### src/rtl/costas_acq_ctrl_if.sv
// Signal bundle between the BPSK Costas loop (master) and its acquisition controller (slave).
interface costas_acq_ctrl_if;
  logic signed [25:0] di;
  logic signed [25:0] dq;
  logic        [29:0] carrier;
  logic               loop_clr;
  logic               lock;
  logic        [2:0]  acq_state;
  logic signed [4:0]  sweep_pos;

  modport master (output di, dq, input carrier, loop_clr, lock, acq_state, sweep_pos);
  modport slave  (input di, dq, output carrier, loop_clr, lock, acq_state, sweep_pos);
endinterface

### src/rtl/costas_acq_ctrl.sv
// Costas loop acquisition/lock controller: zig-zag carrier sweep, loop clear, I/Q window energy lock detect.
// Optional feature macro: ACQ_SWEEP_EN (undefined -> carrier pinned at CENTER, sweep_pos stays 0).
module costas_acq_ctrl #(
  parameter logic [29:0] CENTER     = 30'd53687091,
  parameter logic [29:0] STEP       = 30'd268435,
  parameter int          NSTEP      = 8,
  parameter int          WIN_LOG2   = 10,
  parameter int          SETTLE_CYC = 2048,
  parameter int          DWELL_WIN  = 4,
  parameter int          LOCK_CNT   = 3,
  parameter int          UNLOCK_CNT = 8,
  parameter logic [31:0] MIN_E      = 32'd1 << 20
) (
  input logic              clk,
  input logic              reset_n,
  costas_acq_ctrl_if.slave bus
);

  localparam int ACC_W = 26 + WIN_LOG2;
  localparam int CMP_W = (ACC_W + 1 > 32) ? ACC_W + 1 : 32;
  localparam int SET_W = (SETTLE_CYC > 1) ? $clog2(SETTLE_CYC) : 1;
  localparam int CNT_W = 8;

  localparam logic [2:0] ST_CLEAR   = 3'd0;
  localparam logic [2:0] ST_SETTLE  = 3'd1;
  localparam logic [2:0] ST_MEASURE = 3'd2;
  localparam logic [2:0] ST_TRACK   = 3'd3;

  localparam logic [SET_W-1:0]    SETTLE_LAST = SET_W'(SETTLE_CYC - 1);
  localparam logic [SET_W-1:0]    SET_ONE     = SET_W'(1);
  localparam logic [WIN_LOG2-1:0] WIN_LAST    = '1;
  localparam logic [WIN_LOG2-1:0] WIN_ONE     = WIN_LOG2'(1);
  localparam logic [CNT_W-1:0]    CNT_ONE     = CNT_W'(1);
  localparam logic [CNT_W-1:0]    LOCK_LAST   = CNT_W'(LOCK_CNT - 1);
  localparam logic [CNT_W-1:0]    DWELL_LAST  = CNT_W'(DWELL_WIN - 1);
  localparam logic [CNT_W-1:0]    UNLOCK_LAST = CNT_W'(UNLOCK_CNT - 1);
  localparam logic signed [4:0]   POS_MIN     = 5'(-NSTEP);

`ifdef ACQ_SWEEP_EN
  localparam bit SWEEP_EN = 1'b1;
`else
  localparam bit SWEEP_EN = 1'b0;
`endif

  logic [2:0]          state_reg,   state_next;
  logic [SET_W-1:0]    settle_reg,  settle_next;
  logic [WIN_LOG2-1:0] win_pos_reg, win_pos_next;
  logic [ACC_W-1:0]    acc_i_reg,   acc_i_next;
  logic [ACC_W-1:0]    acc_q_reg,   acc_q_next;
  logic [CNT_W-1:0]    good_reg,    good_next;
  logic [CNT_W-1:0]    bad_reg,     bad_next;
  logic [CNT_W-1:0]    dwell_reg,   dwell_next;
  logic                lock_reg,    lock_next;
  logic signed [4:0]   sweep_reg,   sweep_next;
  logic [29:0]         carrier_reg, carrier_next;

  logic [25:0] samp [2];
  logic [24:0] mag  [2];
  assign samp[0] = bus.di;
  assign samp[1] = bus.dq;

  // |x| with the single unrepresentable value -2^25 clamped to 2^25-1.
  for (genvar gi = 0; gi < 2; gi++) begin : g_mag
    assign mag[gi] = (samp[gi] == 26'h2000000) ? 25'h1FFFFFF :
                     samp[gi][25] ? (~samp[gi][24:0] + 25'd1) : samp[gi][24:0];
  end

  logic [ACC_W-1:0] sum_i, sum_q;
  logic             win_end, good_win;
  assign sum_i   = acc_i_reg + ACC_W'(mag[0]);
  assign sum_q   = acc_q_reg + ACC_W'(mag[1]);
  assign win_end = ((state_reg == ST_MEASURE) || (state_reg == ST_TRACK)) && (win_pos_reg == WIN_LAST);
  // Verdict uses the sums including the window's final sample, so it lands on that same edge.
  assign good_win = (CMP_W'(sum_i) >= CMP_W'({sum_q, 1'b0})) && (CMP_W'(sum_i) >= CMP_W'(MIN_E));

  logic signed [4:0] sweep_adv;
  always_comb begin
    sweep_adv = '0;
    if (SWEEP_EN) begin
      if (sweep_reg > 5'sd0)
        sweep_adv = -sweep_reg;
      else if (sweep_reg != POS_MIN)
        sweep_adv = 5'sd1 - sweep_reg;
    end
  end

  always_comb begin
    state_next   = state_reg;
    settle_next  = settle_reg;
    win_pos_next = win_pos_reg;
    acc_i_next   = acc_i_reg;
    acc_q_next   = acc_q_reg;
    good_next    = good_reg;
    bad_next     = bad_reg;
    dwell_next   = dwell_reg;
    lock_next    = lock_reg;
    sweep_next   = sweep_reg;
    case (state_reg)
      ST_CLEAR: begin
        state_next   = ST_SETTLE;
        settle_next  = '0;
        win_pos_next = '0;
        acc_i_next   = '0;
        acc_q_next   = '0;
        good_next    = '0;
        bad_next     = '0;
        dwell_next   = '0;
      end
      ST_SETTLE: begin
        if (settle_reg == SETTLE_LAST) begin
          state_next   = ST_MEASURE;
          win_pos_next = '0;
          acc_i_next   = '0;
          acc_q_next   = '0;
        end else begin
          settle_next = settle_reg + SET_ONE;
        end
      end
      ST_MEASURE, ST_TRACK: begin
        win_pos_next = win_pos_reg + WIN_ONE;
        if (!win_end) begin
          acc_i_next = sum_i;
          acc_q_next = sum_q;
        end else begin
          acc_i_next = '0;
          acc_q_next = '0;
          if (state_reg == ST_MEASURE) begin
            if (good_win) begin
              if (good_reg == LOCK_LAST) begin
                state_next = ST_TRACK;
                lock_next  = 1'b1;
                bad_next   = '0;
              end else begin
                good_next = good_reg + CNT_ONE;
              end
            end else begin
              good_next = '0;
              if (dwell_reg == DWELL_LAST) begin
                state_next = ST_CLEAR;
                sweep_next = sweep_adv;
              end else begin
                dwell_next = dwell_reg + CNT_ONE;
              end
            end
          end else if (good_win) begin
            bad_next = '0;
          end else if (bad_reg == UNLOCK_LAST) begin
            state_next = ST_CLEAR;
            lock_next  = 1'b0;
            sweep_next = '0;
          end else begin
            bad_next = bad_reg + CNT_ONE;
          end
        end
      end
      default: state_next = ST_CLEAR;
    endcase
  end

  // Carrier follows sweep_next so the new frequency lands on the edge that enters CLEAR.
  logic [29:0] pos_ext, offset;
  assign pos_ext      = {{25{sweep_next[4]}}, sweep_next};
  assign offset       = pos_ext * STEP;
  assign carrier_next = CENTER + offset;

  always_ff @(posedge clk) begin
    if (!reset_n) begin
      state_reg   <= ST_CLEAR;
      settle_reg  <= '0;
      win_pos_reg <= '0;
      acc_i_reg   <= '0;
      acc_q_reg   <= '0;
      good_reg    <= '0;
      bad_reg     <= '0;
      dwell_reg   <= '0;
      lock_reg    <= 1'b0;
      sweep_reg   <= '0;
      carrier_reg <= CENTER;
    end else begin
      state_reg   <= state_next;
      settle_reg  <= settle_next;
      win_pos_reg <= win_pos_next;
      acc_i_reg   <= acc_i_next;
      acc_q_reg   <= acc_q_next;
      good_reg    <= good_next;
      bad_reg     <= bad_next;
      dwell_reg   <= dwell_next;
      lock_reg    <= lock_next;
      sweep_reg   <= sweep_next;
      carrier_reg <= carrier_next;
    end
  end

  assign bus.carrier   = carrier_reg;
  assign bus.loop_clr  = (state_reg == ST_CLEAR);
  assign bus.lock      = lock_reg;
  assign bus.acq_state = state_reg;
  assign bus.sweep_pos = sweep_reg;

endmodule

### src/flat_wrapper.sv
// flat-port wrapper written by rule: the top's interface ports become plain ports
module costas_acq_ctrl_flat 
#(
  parameter logic [29:0] CENTER     = 30'd53687091,
  parameter logic [29:0] STEP       = 30'd268435,
  parameter int          NSTEP      = 8,
  parameter int          WIN_LOG2   = 10,
  parameter int          SETTLE_CYC = 2048,
  parameter int          DWELL_WIN  = 4,
  parameter int          LOCK_CNT   = 3,
  parameter int          UNLOCK_CNT = 8,
  parameter logic [31:0] MIN_E      = 32'd1 << 20
)
  (clk, reset_n, bus_di, bus_dq, bus_carrier, bus_loop_clr, bus_lock, bus_acq_state, bus_sweep_pos);
  costas_acq_ctrl_if bus_i ();
  input logic clk;
  input logic reset_n;
  input wire logic [$bits(bus_i.di)-1:0] bus_di;
  input wire logic [$bits(bus_i.dq)-1:0] bus_dq;
  output wire logic [$bits(bus_i.carrier)-1:0] bus_carrier;
  output wire logic [$bits(bus_i.loop_clr)-1:0] bus_loop_clr;
  output wire logic [$bits(bus_i.lock)-1:0] bus_lock;
  output wire logic [$bits(bus_i.acq_state)-1:0] bus_acq_state;
  output wire logic [$bits(bus_i.sweep_pos)-1:0] bus_sweep_pos;
  assign bus_i.di = bus_di;
  assign bus_i.dq = bus_dq;
  assign bus_carrier = bus_i.carrier;
  assign bus_loop_clr = bus_i.loop_clr;
  assign bus_lock = bus_i.lock;
  assign bus_acq_state = bus_i.acq_state;
  assign bus_sweep_pos = bus_i.sweep_pos;
  costas_acq_ctrl #(.CENTER(CENTER), .STEP(STEP), .NSTEP(NSTEP), .WIN_LOG2(WIN_LOG2), .SETTLE_CYC(SETTLE_CYC), .DWELL_WIN(DWELL_WIN), .LOCK_CNT(LOCK_CNT), .UNLOCK_CNT(UNLOCK_CNT), .MIN_E(MIN_E)) u_core (.clk(clk), .reset_n(reset_n), .bus(bus_i));
endmodule
### config.mk
export PLATFORM = sky130hd
export DESIGN_NAME = costas_acq_ctrl_flat
export DESIGN_NICKNAME = d
export VERILOG_FILES = /design/src/rtl/costas_acq_ctrl_if.sv /design/src/rtl/costas_acq_ctrl.sv /design/src/flat_wrapper.sv
export SDC_FILE = /design/constraint.sdc
export NUM_CORES = 1
export LEC_CHECK = 0
export ABC_AREA = 0
export CAP_MARGIN = 20
export CORE_MARGIN = 8
export CORE_UTILIZATION = 61
export DETAILED_ROUTE_END_ITERATION = 12
export GPL_TIMING_DRIVEN = 0
export HOLD_SLACK_MARGIN = 0.02
export PLACE_DENSITY = 0.87
export SLEW_MARGIN = 30
export SYNTH_ARGS = -nofsm -noshare
export SYNTH_HDL_FRONTEND = slang
export SYNTH_SLANG_ARGS = --single-unit
### constraint.sdc
create_clock -name clk -period 18.4 [get_ports clk]
set_clock_uncertainty 0.2 [all_clocks]
set_input_delay 2.76 -clock clk [delete_from_list [all_inputs] [get_ports clk]]
set_output_delay 2.76 -clock clk [all_outputs]
set_load 0.05 [all_outputs]
==> results.json, run 1 <==
{
  "grt_remaining_overflow": 0,
  "reg2reg_to": "u_core.bus.carrier[23]",
  "cp_common_cell": "ha_1",
  "relSlewSlack": 0.367,
  "avgSynthCellArea_um2": 7.72,
  "clk_pin_slew_ns": 0.06,
  "antenna_cells": 0,
  "irDropWorstVdd_mv": 0.0615,
  "hold_path.class": "flip-flop to flip-flop",
  "cp.buffers_inverters": 5,
  "worstPathMaxFanout": 10,
  "clk_path_buf_depth": 2,
  "whs_path_depth": 1,
  "antenna_found_initial": 0,
  "num_rows": 53,
  "routedWlPerCell_um": 17.3,
  "place_ws_ns": 1.97,
  "finalWeightedCongestion": 0.933,
  "hpwlAfterDp_um": 27700,
  "drv_slew": 0,
  "seq_area_frac_synth": 0.236,
  "netlist_top_cells_area": "dfxtp_1 24%, ha_1 14%, xor2_1 7.1%",
  "rrSetupSlack_ns": 7.46,
  "cts_buffers": 17,
  "synth_top_area_frac": 0.236,
  "synth_most_common_cell": "nor2_1",
  "critPathCaptureType": "flip-flop",
  "start_kind": "input pin",
  "synth.distinct_cells": 83,
  "leakagePower_uw": 0.00623,
  "die_area_mm2": 0.0260,
  "cp.arrival_ns": 16.37,
  "crit_slowest_cell": "or4_1",
  "critPathKind": "input pin to flip-flop",
  "maxCapViolations": 0,
  "synth_edf_count": 0,
  "drcViolationCount": 0,
  "postCtsSetupBuffers": 0,
  "grt_max_degree": 17,
  "initial_core_util": 0.617,
  "synth-seq-cells": 152,
  "drive_gt1_frac": 0.0447,
  "clk_latency_ns": 0.43,
  "synth_warnings": 0,
  "min-delay-start": "u_core.win_pos_reg[9]",
  "clockRootBuffer": "clkbuf_16",
  "r2r_start": "u_core.acc_q_reg[0]",
  "clock_sinks": 152,
  "netlist_area_mm2": 0.0129,
  "viasPerCell": 6.24,
  "timing_hold_violations_final": 0,
  "synth_area_leader_cell": "dfxtp_1",
  "die_h_um": 161,
  "finalSetupViolCount": 0,
  "post_cts_resized": 0,
  "status": "completed",
  "io_buffers": 86,
  "slowest_delay_ns": 0.60,
  "critPathRequiredTime_ns": 18.50,
  "fin_nets": 1979,
  "pin_count": 94,
  "core_mm2": 0.0209,
  "layout_worst_path_cycle_share": 0.884,
  "max_slew.worst_pin.slew_ns": 0.940,
  "grt_pass1_wl_um": 58500,
  "rsz0062_at_grt": "no",
  "ant_nets": 0,
  "dr.pass1.iters": 6,
  "worst_path_dominant_cell_family": "simple AND/OR/NAND/NOR gates",
  "drtIter0Drc": 1120,
  "grt_pass1_vias": 12300,
  "syn_inst": 1669,
  "vias": 12900,
  "area_growth_pct": 14.2,
  "postCtsHoldBufs": 0,
  "synth_common_cells": "202 x nor2_1, 163 x nand2_1, 152 x dfxtp_1",
  "fin_ws_ns": 2.13,
  "timing.setup.tns_ns": 0,
  "cts_max_level": 4,
  "synthArstFlopShare": 0,
  "cts_tree": "built",
  "drt-total-wl_um": 35700,
  "min_to": "u_core.win_pos_reg[9]",
  "power_per_cell_area_mw_per_mm2": 100,
  "synth_top_flop_cell": "dfxtp_1",
  "max_freq_mhz": 61.4,
  "die_w_um": 161,
  "min_period_ns": 16.27,
  "track_usage": 0.268,
  "r2r_cells": 44
}
## area by class of cell
class | instances | area [um^2]
plain buffers | 75 | 315
clock buffers | 18 | 439
clock inverters | 12 | 165
fillers | 1679 | 6180
inverters | 53 | 199
multi-input cells | 1392 | 9340
flip-flops and latches | 152 | 3040
well taps | 275 | 344
repair buffers | 86 | 861
## how the worst max path moves through the flow
stage	startpoint	end	slack, ns	depth (start not counted)
after floorplan	bus_dq[9]	u_core.bus.carrier[26]	4.39	50
after global placement	bus_dq[8]	u_core.bus.carrier[23]	2.17	51
after detailed placement	bus_dq[8]	u_core.bus.carrier[23]	1.97	53
after CTS	bus_dq[8]	u_core.bus.carrier[23]	2.30	53
after global routing	bus_dq[8]	u_core.bus.carrier[23]	1.40	53
final	bus_dq[8]	u_core.bus.carrier[23]	2.13	53
## layout by cell type (no fill, tap or decap), types with 26 or more instances in the layout
cell             Yosys  layout
dfxtp_1            152     152
nor3_1              26      26
nand3_1             48      48
nand4_1             29      29
clkbuf_1            57      57
a21oi_1            126     126
nand2_1            163     163
inv_1               51      51
xor2_1             105     105
nor2_1             202     202
o21ai_0             84      84
clkdlybuf4s50_1      0      86
and3_1              27      27
ha_1               139     139
a22oi_1             40      40
xnor2_1             58      58
## metal layers
metal | global-route usage | share of wire
met5 | 0 | 0
met4 | 0.0812 | 0.018
met3 | 0.0481 | 0.070
met2 | 0.456 | 0.48
met1 | 0.340 | 0.43
## power breakdown
group | switching [uW] | leakage [uW] | internal (uW)
Combinational | 462 | 0.00471 | 254
Clock | 151 | 0.000292 | 218
Sequential | 25.4 | 0.00123 | 360
Total | 639 | 0.00623 | 832
## worst register-to-register path, delay by kind of cell (launching register included)
kind	cells	cell delay [ns]
AOI/OAI and AO/OA	20	4.74
xor gates and xnor gates	1	0.16
adders and majority gates	7	2.03
buffers and inverters	3	0.39
DFF	1	0.34
and+or+nand+nor	13	2.96
## stage by stage
stage,total power (uW),util,cells,hold WS (ns),cell area [um^2]
floorplan,902,-,1672,0.224,12900
global placement,1060,0.675,2033,0.240,14100
detailed placement,1090,0.675,2033,0.252,14100
CTS,1460,0.704,2063,0.262,14700
global route,1570,0.704,2063,0.302,14700
finish,1470,0.704,2063,0.264,14700
## kinds of logic (layout without fill, tap and decap cells)
family          Yosys count  after routing  synth area share
compound gates          448            448             0.226
xor+xnor                165            165             0.113
fa+ha+maj               148            148             0.149
buf+inv                 128            244            0.0399
flops                   152            152             0.236
mux                       7              7           0.00544
other cells               1              4          0.000291
simple gates            620            620             0.230
Power figures use the tool's default switching activity.
==> run 2, diff against run 1 <==
ABC_CLOCK_PERIOD_IN_PS = 18400   (was default)
CORE_MARGIN = 2   (was 8)
CTS_BUF_LIST = sky130_fd_sc_hd__clkbuf_4 sky130_fd_sc_hd__clkbuf_8 sky130_fd_sc_hd__clkbuf_16   (was default)
==> run 2 against run 1 <==
Effect of this change: sequential power barely moved; maximum frequency fell by 2.7%; first-iteration DRC count fell by 14%; global-route usage rose by 4.5 points; final area fell by 0.14%; clock power fell by 4%; core utilization fell by 0.10 points; largest cell class unchanged; largest power group unchanged.
==> results.json, run 2 (synthesized netlist as in run 1, its figures left out) <==
{
  "status": "completed",
  "grt_remaining_overflow": 0,
  "power_per_cell_area_mw_per_mm2": 99.3,
  "drv_slew": 0,
  "place_ws_ns": 1.82,
  "clk_latency_ns": 0.44,
  "grt_pass1_wl_um": 57100,
  "critPathKind": "input pin to flip-flop",
  "finalWeightedCongestion": 0.941,
  "seqCellArea_mm2": 0.00304,
  "hpwlAfterDp_um": 26900,
  "min-delay-start": "u_core.win_pos_reg[9]",
  "hold_path.class": "flip-flop to flip-flop",
  "num_rows": 53,
  "cp.arrival_ns": 16.82,
  "timing_hold_violations_final": 0,
  "relSlewSlack": 0.355,
  "die_area_mm2": 0.0223,
  "internal_power_uw": 809,
  "dr.pass1.iters": 5,
  "fin_nets": 1979,
  "whs_path_depth": 1,
  "clk_path_buf_depth": 2,
  "drtIter0Drc": 959,
  "clock_sinks": 152,
  "worstPathMaxFanout": 10,
  "post_cts_resized": 0,
  "cts_tree": "built",
  "drive_gt1_frac": 0.0458,
  "area_growth_pct": 14.0,
  "critPathRequiredTime_ns": 18.50,
  "switching_share": 0.445,
  "crit_slowest_cell": "or4_1",
  "multi_input_area_mm2": 0.00934,
  "viasPerCell": 6.24,
  "power.switching_uw": 649,
  "irDropWorstVdd_mv": 0.0763,
  "vias": 12900,
  "grt_pass1_vias": 12200,
  "postCtsSetupBuffers": 0,
  "core_mm2": 0.0209,
  "clkPwrFrac": 0.242,
  "cts_max_level": 4,
  "maxCapViolations": 0,
  "leakagePower_uw": 0.00622,
  "max_freq_mhz": 59.8,
  "comb_power_share": 0.494,
  "start_kind": "input pin",
  "routedWlPerCell_um": 17.0,
  "slowest_delay_ns": 0.58,
  "ant_nets": 0,
  "clk_pin_slew_ns": 0.07,
  "layout_worst_path_cycle_share": 0.909,
  "drt-total-wl_um": 35200,
  "initial_core_util": 0.617,
  "rsz0062_at_grt": "no",
  "rrSetupSlack_ns": 6.98,
  "track_usage": 0.314,
  "fin_ws_ns": 1.68,
  "min_to": "u_core.win_pos_reg[9]",
  "min_period_ns": 16.72,
  "finalSetupViolCount": 0,
  "critPathCaptureType": "flip-flop",
  "io_buffers": 86,
  "cts_buffers": 17,
  "reg2reg_to": "u_core.bus.carrier[23]",
  "clockRootBuffer": "clkbuf_16",
  "antenna_found_initial": 0,
  "r2r_start": "u_core.acc_q_reg[0]",
  "crit_start": "bus_dq[8]",
  "postCtsHoldBufs": 0,
  "r2r_cells": 44,
  "die_w_um": 149,
  "timing.setup.tns_ns": 0,
  "max_slew.worst_pin.slew_ns": 0.955,
  "cp_common_cell": "ha_1",
  "mostFrequentLayoutCells": "202 x nor2_1, 163 x nand2_1, 152 x dfxtp_1",
  "antenna_cells": 0,
  "pin_count": 94,
  "power_frac_seq": 0.264,
  "grt_max_degree": 17,
  "drcViolationCount": 0,
  "die_h_um": 149,
  "final_common_cell": "nor2_1",
  "nFillCells": 1642
}
## run 2: layer usage
| metal | routed length [um] | up-vias | global-route usage |
|---|---|---|---|
| li1 | - | 6237 | - |
| met1 | 15500 | 6080 | 0.402 |
| met2 | 16500 | 486 | 0.532 |
| met3 | 2230 | 92 | 0.0434 |
| met4 | 1020 | 0 | 0.128 |
| met5 | 0 | - | 0 |
## run 2: per-stage QoR
step,std cells,util,hold slack (ns),cell area [um^2],total power [uW]
floorplan,1672,-,0.224,12900,902
global placement,2033,0.675,0.242,14100,1060
detailed placement,2033,0.675,0.247,14100,1080
CTS,2065,0.703,0.261,14700,1440
global route,2065,0.703,0.276,14700,1550
finish,2065,0.703,0.269,14700,1460
## run 2: layout make-up
cell class                      instances  share of cell area
Tap cell                              275              0.0234
Timing Repair Buffer                   86              0.0586
Multi-Input combinational cell       1392               0.636
Buffer                                 75              0.0215
Clock inverter                         13             0.00929
Inverter                               53              0.0135
Sequential cell                       152               0.207
Clock buffer                           19              0.0304
## run 2: how the worst max path moves through the flow
| stage | end | slack (ns) | cells past startpoint |
|---|---|---|---|
| 2_1_floorplan | u_core.bus.carrier[26] | 4.39 | 50 |
| 3_3_place_gp | u_core.bus.carrier[23] | 2.14 | 51 |
| 3_5_place_dp | u_core.bus.carrier[21] | 1.82 | 51 |
| 4_1_cts | u_core.bus.carrier[23] | 1.96 | 53 |
| 5_1_grt | u_core.bus.carrier[21] | 1.01 | 53 |
| 6_report | u_core.bus.carrier[23] | 1.68 | 53 |
## run 2: critical path, delay by kind of cell
family | cells | cell delay (ns)
and+or+nand+nor | 20 | 5.73
AOI/OAI and AO/OA | 20 | 5.02
adders and majority gates | 7 | 2.06
buffers and inverters | 5 | 1.05
xor gates and xnor gates | 1 | 0.16
## run 2: power by group through the flow
stage / Sequential [uW] / Combinational [uW] / Clock (uW)
2_1_floorplan: 392 / 511 / 0
3_3_place_gp: 390 / 672 / 0
3_5_place_dp: 391 / 693 / 0
4_1_cts: 384 / 706 / 354
5_1_grt: 388 / 794 / 365
6_report: 385 / 720 / 353
